### src/rtl/spi_minion_array.sv
// Array of independent SPI mode-0 minion channels with per-channel synchronisers,
// one-entry receive buffer and valid/ready stream interfaces on the system clock.
module spi_minion_array #(
  parameter int unsigned NCH         = 2,
  parameter int unsigned WIDTH       = 8,
  parameter int unsigned SYNC_STAGES = 2
) (
  input  logic                   clk,
  input  logic                   reset,
  input  logic [NCH-1:0]         cs,
  input  logic [NCH-1:0]         sclk,
  input  logic [NCH-1:0]         mosi,
  output logic [NCH-1:0]         miso,
  output logic [NCH*WIDTH-1:0]   recv_msg,
  output logic [NCH-1:0]         recv_val,
  input  logic [NCH-1:0]         recv_rdy,
  input  logic [NCH*WIDTH-1:0]   send_msg,
  input  logic [NCH-1:0]         send_val,
  output logic [NCH-1:0]         send_rdy,
  output logic [NCH-1:0]         overflow,
  output logic [NCH-1:0]         underflow
);

  localparam int unsigned CW = $clog2(WIDTH);

  typedef enum logic {IDLE, ACTIVE} state_e;

  for (genvar i = 0; i < NCH; i++) begin : g_ch
    logic [SYNC_STAGES-1:0] cs_sync_q, cs_sync_d;
    logic [SYNC_STAGES-1:0] sclk_sync_q, sclk_sync_d;
    logic [SYNC_STAGES-1:0] mosi_sync_q, mosi_sync_d;
    logic                   cs_last_q, cs_last_d;
    logic                   sclk_last_q, sclk_last_d;
    state_e                 state_q, state_d;
    logic [WIDTH-1:0]       tx_q, tx_d;
    logic [WIDTH-2:0]       rx_q, rx_d;
    logic [WIDTH-1:0]       buf_q, buf_d;
    logic                   buf_val_q, buf_val_d;
    logic [CW-1:0]          cnt_q, cnt_d;
    logic                   load_pend_q, load_pend_d;

    logic             cs_s, sclk_s, mosi_s;
    logic             cs_fall, cs_rise, sclk_rise, sclk_fall;
    logic             load, done, deq;
    logic             send_rdy_c, underflow_c, overflow_c;
    logic [WIDTH-1:0] rx_word;

    always_comb begin
      cs_sync_d   = {cs_sync_q[SYNC_STAGES-2:0], cs[i]};
      sclk_sync_d = {sclk_sync_q[SYNC_STAGES-2:0], sclk[i]};
      mosi_sync_d = {mosi_sync_q[SYNC_STAGES-2:0], mosi[i]};
      cs_s        = cs_sync_q[SYNC_STAGES-1];
      sclk_s      = sclk_sync_q[SYNC_STAGES-1];
      mosi_s      = mosi_sync_q[SYNC_STAGES-1];
      cs_last_d   = cs_s;
      sclk_last_d = sclk_s;
      cs_fall     = cs_last_q & ~cs_s;
      cs_rise     = ~cs_last_q & cs_s;
      sclk_rise   = ~sclk_last_q & sclk_s;
      sclk_fall   = sclk_last_q & ~sclk_s;
      rx_word     = {rx_q, mosi_s};
      deq         = buf_val_q & recv_rdy[i];

      state_d     = state_q;
      tx_d        = tx_q;
      rx_d        = rx_q;
      cnt_d       = cnt_q;
      load_pend_d = load_pend_q;
      buf_d       = buf_q;
      buf_val_d   = buf_val_q;
      load        = 1'b0;
      done        = 1'b0;
      send_rdy_c  = 1'b0;
      underflow_c = 1'b0;
      overflow_c  = 1'b0;

      case (state_q)
        IDLE: begin
          if (cs_fall) begin
            state_d = ACTIVE;
            load    = 1'b1;
          end
        end
        ACTIVE: begin
          if (cs_rise) begin
            state_d     = IDLE;
            tx_d        = '0;
            rx_d        = '0;
            cnt_d       = '0;
            load_pend_d = 1'b0;
          end else if (sclk_rise) begin
            rx_d = rx_word[WIDTH-2:0];
            if (cnt_q == CW'(WIDTH - 1)) begin
              cnt_d       = '0;
              done        = 1'b1;
              load_pend_d = 1'b1;
            end else begin
              cnt_d = cnt_q + CW'(1);
            end
          end else if (sclk_fall) begin
            // The first fall after a completed word reloads instead of shifting.
            if (load_pend_q) begin
              load        = 1'b1;
              load_pend_d = 1'b0;
            end else begin
              tx_d = {tx_q[WIDTH-2:0], 1'b0};
            end
          end
        end
        default: state_d = IDLE;
      endcase

      if (load) begin
        if (send_val[i]) begin
          tx_d       = send_msg[i*WIDTH +: WIDTH];
          send_rdy_c = 1'b1;
        end else begin
          tx_d        = '0;
          underflow_c = 1'b1;
        end
      end

      if (done) begin
        if (!buf_val_q || deq) begin
          buf_d     = rx_word;
          buf_val_d = 1'b1;
        end else begin
          overflow_c = 1'b1;
        end
      end else if (deq) begin
        buf_val_d = 1'b0;
      end
    end

    always_ff @(posedge clk or negedge reset) begin
      if (!reset) begin
        cs_sync_q   <= '0;
        sclk_sync_q <= '0;
        mosi_sync_q <= '0;
        cs_last_q   <= 1'b0;
        sclk_last_q <= 1'b0;
        state_q     <= IDLE;
        tx_q        <= '0;
        rx_q        <= '0;
        buf_q       <= '0;
        buf_val_q   <= 1'b0;
        cnt_q       <= '0;
        load_pend_q <= 1'b0;
      end else begin
        cs_sync_q   <= cs_sync_d;
        sclk_sync_q <= sclk_sync_d;
        mosi_sync_q <= mosi_sync_d;
        cs_last_q   <= cs_last_d;
        sclk_last_q <= sclk_last_d;
        state_q     <= state_d;
        tx_q        <= tx_d;
        rx_q        <= rx_d;
        buf_q       <= buf_d;
        buf_val_q   <= buf_val_d;
        cnt_q       <= cnt_d;
        load_pend_q <= load_pend_d;
      end
    end

    assign miso[i]                    = (state_q == ACTIVE) ? tx_q[WIDTH-1] : 1'b0;
    assign recv_msg[i*WIDTH +: WIDTH] = buf_q;
    assign recv_val[i]                = buf_val_q;
    assign send_rdy[i]                = send_rdy_c;
    assign underflow[i]               = underflow_c;
    assign overflow[i]                = overflow_c;
  end

endmodule

### config.mk
export PLATFORM = sky130hd
export DESIGN_NAME = spi_minion_array
export DESIGN_NICKNAME = d
export VERILOG_FILES = /design/src/rtl/spi_minion_array.sv
export SDC_FILE = /design/constraint.sdc
export NUM_CORES = 1
export LEC_CHECK = 0
export ABC_AREA = 1
export BUFFER_PORTS_ARGS = -buffer_cell sky130_fd_sc_hd__buf_2
export CAP_MARGIN = 30
export CORE_MARGIN = 4
export CORE_UTILIZATION = 50
export CTS_CLUSTER_DIAMETER = 120
export CTS_CLUSTER_SIZE = 28
export DETAILED_ROUTE_END_ITERATION = 10
export GPL_TIMING_DRIVEN = 0
export PLACE_DENSITY = 0.76
export SETUP_SLACK_MARGIN = 0.05
export SLEW_MARGIN = 30
export SYNTH_ARGS = -nofsm -noshare
export SYNTH_HDL_FRONTEND = slang
export SYNTH_SLANG_ARGS = --single-unit
### constraint.sdc
create_clock -name clk -period 1.3 [get_ports clk]
set_input_delay 0.13 -clock clk [delete_from_list [all_inputs] [get_ports clk]]
set_output_delay 0.13 -clock clk [all_outputs]
set_load 0.01 [all_outputs]
After elaboration in Yosys (flattened, before gate mapping)
Cells that the tools add are included.
{ "op_classes": {"n_eq_ne": 10, "add_sub_neg": 2, "bitwise_logic": 20, "mux": 76, "n_reduce_logical": 24} }
{ "ops": {"columns": ["operator", "count"], "rows": [
  ["$mux W8", 14],
  ["$mux W1", 48],
  ["$mux W7", 4],
  ["$mux W3", 6],
  ["$ne A3 B2 Y1 const B", 4],
  ["$reduce_and A2 Y1", 6],
  ["$reduce_bool A2 Y1", 6],
  ["$reduce_bool A3 Y1", 4],
  ["$and A1 B1 Y1", 10],
  ["$not A1 Y1", 10],
  ["$pmux W1 S2", 4],
  ["$reduce_and A4 Y1", 2],
  ["$add A3 B1 Y3 const B", 2],
  ["$eq A3 B3 Y1 const B", 2],
  ["$ne A3 B1 Y1 const B", 2],
  ["$reduce_and A3 Y1", 2],
  ["$ne A2 B1 Y1 const B", 2],
  ["$logic_not A1 Y1", 2],
  ["$logic_or A1 B1 Y1", 2]
]} }
{ "word_totals": {"in_bits": 28, "out_inout_bits": 26, "word_cells": 156, "reg_bits": 74} }

Depth between registers and ports, before layout
{ "depth": {"ltp_word": 8, "depth_mapped": 9, "mapped_depth_nobuf": 9} }

Worst setup path before layout
OpenSTA, ideal clock, no wires.
{ "synth_path": {"path_type": "flip-flop to flip-flop", "from": "register g_ch[1].cnt_q[0]", "to": "register g_ch[1].buf_q[6]", "setup_slack_ps": -53, "setup_time_ps": 118, "path_buffers": 1, "synth_period_minus_slack_ps": 1353, "stages_incl_launch_ff": 9, "arrival_ps": 1235, "path_cell_list": "dfrtp_1 -> ha_1 -> ha_1 -> nand3_1 -> nor2_4 -> nand2_4 -> buf_6 -> nand2_2 -> o21ai_2"} }
{ "synth_between": {"elab_chain_cells": 6} }
{ "synth_rtl": {"columns": ["element", "line_no", "rtl"], "rows": [
  ["start: declaration", "39", "logic [CW-1:0] cnt_q, cnt_d;"],
  ["start signal: assignment", "160", "cnt_q <= cnt_d;"],
  ["$eq A3 B3 Y1", "93", "if (cnt_q == CW'(WIDTH - 1)) begin"],
  ["$mux W1", "93", null],
  ["$mux W1", "91", "end else if (sclk_rise) begin"],
  ["$mux W1", "85", "if (cs_rise) begin"],
  ["$mux W1", "77", "case (state_q)"],
  ["$reduce_and A2 Y1 (no source line)", null, null],
  ["end signal: assignment", "158", "buf_q <= buf_d;"],
  ["end: declaration", "37", "logic [WIDTH-1:0] buf_q, buf_d;"]
]} }
Every way passes these cells.
A chain may end at the register's enable or synchronous reset.

Worst setup path after layout
{ "layout_path": {"from": "register g_ch[0].sclk_sync_q[1]", "to": "output port send_rdy[0]"} }
{ "layout_between": {"elab_chain_cells": 7, "word_cells_on_any_way": 8} }
{ "layout_rtl": {"columns": ["element", "line_no", "rtl"], "rows": [
  ["start: declaration", "30", "logic [SYNC_STAGES-1:0] sclk_sync_q, sclk_sync_d;"],
  ["start signal: assignment", "151", "sclk_sync_q <= sclk_sync_d;"],
  ["$not A1 Y1", "60", "sclk_fall = sclk_last_q & ~sclk_s;"],
  ["$and A1 B1 Y1", "60", null],
  ["$mux W1", "100", "end else if (sclk_fall) begin"],
  ["$mux W1 *", "91", null],
  ["$mux W1 *", "85", null],
  ["$pmux W1 S2 *", "77", null],
  ["$mux W1 *", "113", "if (load) begin"],
  ["end: declaration", "19", "output logic [NCH-1:0] send_rdy,"]
]} }
Every way passes the cells marked *; elsewhere a longest branch is shown, timed or not.

==> metrics.md <==
| Metric | Value |
|---|---|
| Crit path max-delay cell type | `dfrtp_2` |
| Final worst setup slack | `-0.340 ns` |
| Wire length per cell | `~16 um` |
| Die outline height | `~90 um` |
| Cells after Synth | `about 380` |
| Syn_area_per_cell | `~9 um2` |
| Hold Path Sink | `g_ch[0].tx_q[3]` |
| Setup TNS | `-7.95 ns` |
| Chip Width | `about 90 um` |
| TritonCTS Buffers | `9` |
| Adder and majority gate portion of the synthesized area | `0.0148` |
| Gr usage total | `0.223` |
| Hold Startpoint | `send_msg[3]` |
| Critical path's largest stage delay | `roughly 0.44 ns` |
| DR pass1 iterations | `4` |
| Clk root buf | `clkbuf_8` |
| RePlAce Congestion | `roughly 0.74` |
| Mapped Area | `3370 um2` |
| Max-cap viol count | `0` |
| Seq cells post-synth | `74` |
| Post-DP HPWL | `approximately 4400 um` |
| Synth Area in XOR/XNOR | `0` |
| Remaining routing DRC violations | `0` |
| Largest delay share family, worst path | `flip-flops` |
| Vias in the first global route | `about 3000` |
| Critical-path cell list | `inv_2 -> nand3_2 -> o21ai_4 -> nand2_1 -> inv_2 -> buf_6 -> buf_6` |
| R2R setup slack | `-0.27 ns` |
| Post-Synth Simple-Gate Area | `0.225` |
| Worst slew pin tran | `around 0.42 ns` |
| Filler Cell Count | `a little over 400` |
| R2R cell count | `8` |
| Leakage | `between 2 and 3 nW` |
| Pre-CTS WS | `-0.215 ns` |
| Fin crit period | `between 1.5 and 2 ns` |
| TritonCTS clock tree | `built` |
| Core Rows | `29` |
| Final Max Tran Viols | `0` |
| Layout Skew | `between 0.008 and 0.009 ns` |
| Starting DRC count in detailed routing | `about 160` |
| Critical path class | `flip-flop to primary output` |
| Commonest non-fill, non-tap cell in the layout | `nand2_1` |
| Ports | `54` |
| Vias | `about 3000` |
| Share of cells above drive strength 1 | `0.484` |
| WHS Path Cells | `3` |
| Worst hold slack | `around 0.04 ns` |
| Data arrival time of the critical path | `between 1.5 and 2 ns` |
| Outcome | `finished, violations left` |
| Post-placement cell area | `between 3000 and 4000 um2` |
| Initial Util | `0.522` |
| Startpoint Class | `flip-flop` |
| Final Util | `0.777` |
| Setup repair after global routing missed its margin | `true` |
| Clock Path Buffers | `2` |
| Reg-to-Reg End | `g_ch[1].buf_q[0]` |
| Worst skew pair latency | `between 0.3 and 0.4 ns` |
| Clk pin slew, worst setup/hold paths | `0.07 ns` |
| Initial antenna violation count | `0` |
| Hold crit path type | `primary input to flip-flop` |
| FF+latch area | `1850 um2` |
| First-pass GRT wire length | `between 10000 and 15000 um` |
| Nets | `534` |
| Full die area | `just over 8000 um2` |
| Total Power | `roughly 6.6 mW` |
| Port Buffers | `roughly 50` |
| Largest family of logic cells by synthesized area | `simple AND/OR/NAND/NOR gates` |
| Ys Warns | `0` |
| Register area share after synthesis | `0.549` |
| Multi-input gate area | `between 1500 and 2000 um2` |
| Largest net degree at the start of global routing | `51` |
| Design area | `between 5000 and 6000 um2` |
| Period utilization | `1.26` |
| Crit. End Element | `primary output` |
| # clock sinks | `74` |
| Failing checks | `setup timing` |
| H-tree depth | `3` |
| RR Startpoint | `g_ch[1].cnt_q[0]` |
| Placed Cells incl. Taps | `between 500 and 600` |
| Drt total wl | `9140 um` |
| Core outline area | `around 6500 um2` |
| Compound-gate portion of the synthesized area | `0.102` |
| Vias per inst | `roughly 5.2` |
| Cell variety after synth | `28` |
| ANT nets after route | `0` |
| Max Clk Rate | `a little over 600 MHz` |
| CP Data Required Time | `approximately 1.2 ns` |
| VDD IR max | `just under 0.001 V` |
| Worst-path fanout max | `4` |
| Relative slew slack | `0.722` |
| P per Cell Area | `around 1300 nW/um2` |
| Post-route insts no fill | `583` |
| Area Growth Syn to Fin | `48.9%` |
| Grt ovf | `0` |
| Setup violators final | `56` |
| Final Hold Fails | `0` |
| WP buf/inv | `4` |
| Syn nets | `between 400 and 500` |
| Commonest non-fill, non-tap cells in the layout | `nand2_1 (87), dfrtp_1 (72), inv_1 (51)` |
| Post-synthesis mux area share | `0` |
| Diode count | `0` |
-- worst reg2reg max path, delay by kind of cell, from the launching register on --
family                     cells  cell delay, ns
DFF                            1            0.43
buffers and inverters          2            0.42
adders and majority gates      2            0.32
and+or+nand+nor                3            0.26
AOI/OAI and AO/OA              1            0.10
-- what timing repair did --
item / 4_1_cts / 5_1_grt
setup endpoints to repair: 59 / 62
pin swaps: 25 / 23
hold buffers: 9 / 0
resized for setup: 77 / 52
gates cloned: 4 / 1
buffers inserted: 46 / 18
endpoints found under the hold margin: 32 / 0
-- routing by layer --
metal	global-route usage	routed length, um
met1	0.262	3710
met5	0	0
met2	0.376	4870
met3	0.0643	391
met4	0.105	170
-- area by class of cell --
class,count,share of cell area
tap,77,0.0192
clock inverter,4,0.0150
timing repair buffer,118,0.189
multi-input combinational,221,0.305
inverter,68,0.0533
clock buffer,11,0.0302
buffer,10,0.0194
sequential,74,0.369
-- logic make-up after synthesis --
kind of cell	Yosys count
compound gates	47
flops	74
buf+inv	83
fa+ha+maj	4
simple gates	169
-- cells in the mapped netlist --
master	count	area share
nand3_2	1	0.0030
nand3_1	30	0.045
buf_2	2	0.0030
nor2_8	1	0.0059
buf_6	3	0.010
nand2_1	103	0.11
o21ai_0	8	0.012
o21ai_4	1	0.0048
a21oi_4	1	0.0048
a21oi_1	4	0.0059
clkbuf_1	2	0.0022
dfrtp_1	74	0.55
ha_1	4	0.015
nor2_2	1	0.0019
inv_2	6	0.0067
buf_4	8	0.018
nor2_1	19	0.021
o21ai_2	17	0.044
a31oi_1	1	0.0019
inv_1	61	0.068
o21a_1	1	0.0022
nand2_2	6	0.011
o22ai_1	14	0.026
inv_4	1	0.0019
nor2_4	2	0.0067
nand2_4	3	0.010
nand3b_1	1	0.0022
nand4_1	2	0.0037
-- flip-flops by register name, indices dropped and copies added (netlist names), 4 cells and up --
name,count
g_ch.sclk_sync_q,4
g_ch.buf_q,16
g_ch.rx_q,14
g_ch.cs_sync_q,4
g_ch.mosi_sync_q,4
g_ch.cnt_q,6
g_ch.tx_q,16
-- where the power goes --
group | total [mW] | internal, mW | leakage [nW] | switching, mW
Combinational | 1.74 | 0.802 | 1.54 | 0.942
Sequential | 2.81 | 2.60 | 0.971 | 0.212
Clock | 2.04 | 1.18 | 0.108 | 0.863
-- worst max path at each step --
stage / start / end / slack (ns) / cells after the start
3_5_place_dp: g_ch[0].state_q / send_rdy[0] / -0.22 / 8
6_report: g_ch[0].sclk_sync_q[1] / send_rdy[0] / -0.34 / 7
3_3_place_gp: reset / g_ch[0].tx_q[0] / -0.33 / 1
2_1_floorplan: g_ch[0].cnt_q[0] / g_ch[0].buf_q[4] / 0.02 / 8
5_1_grt: g_ch[0].sclk_sync_q[1] / send_rdy[0] / -0.43 / 7
4_1_cts: g_ch[1].cnt_q[0] / overflow[1] / -0.47 / 8
Power figures use the tool's default switching activity.
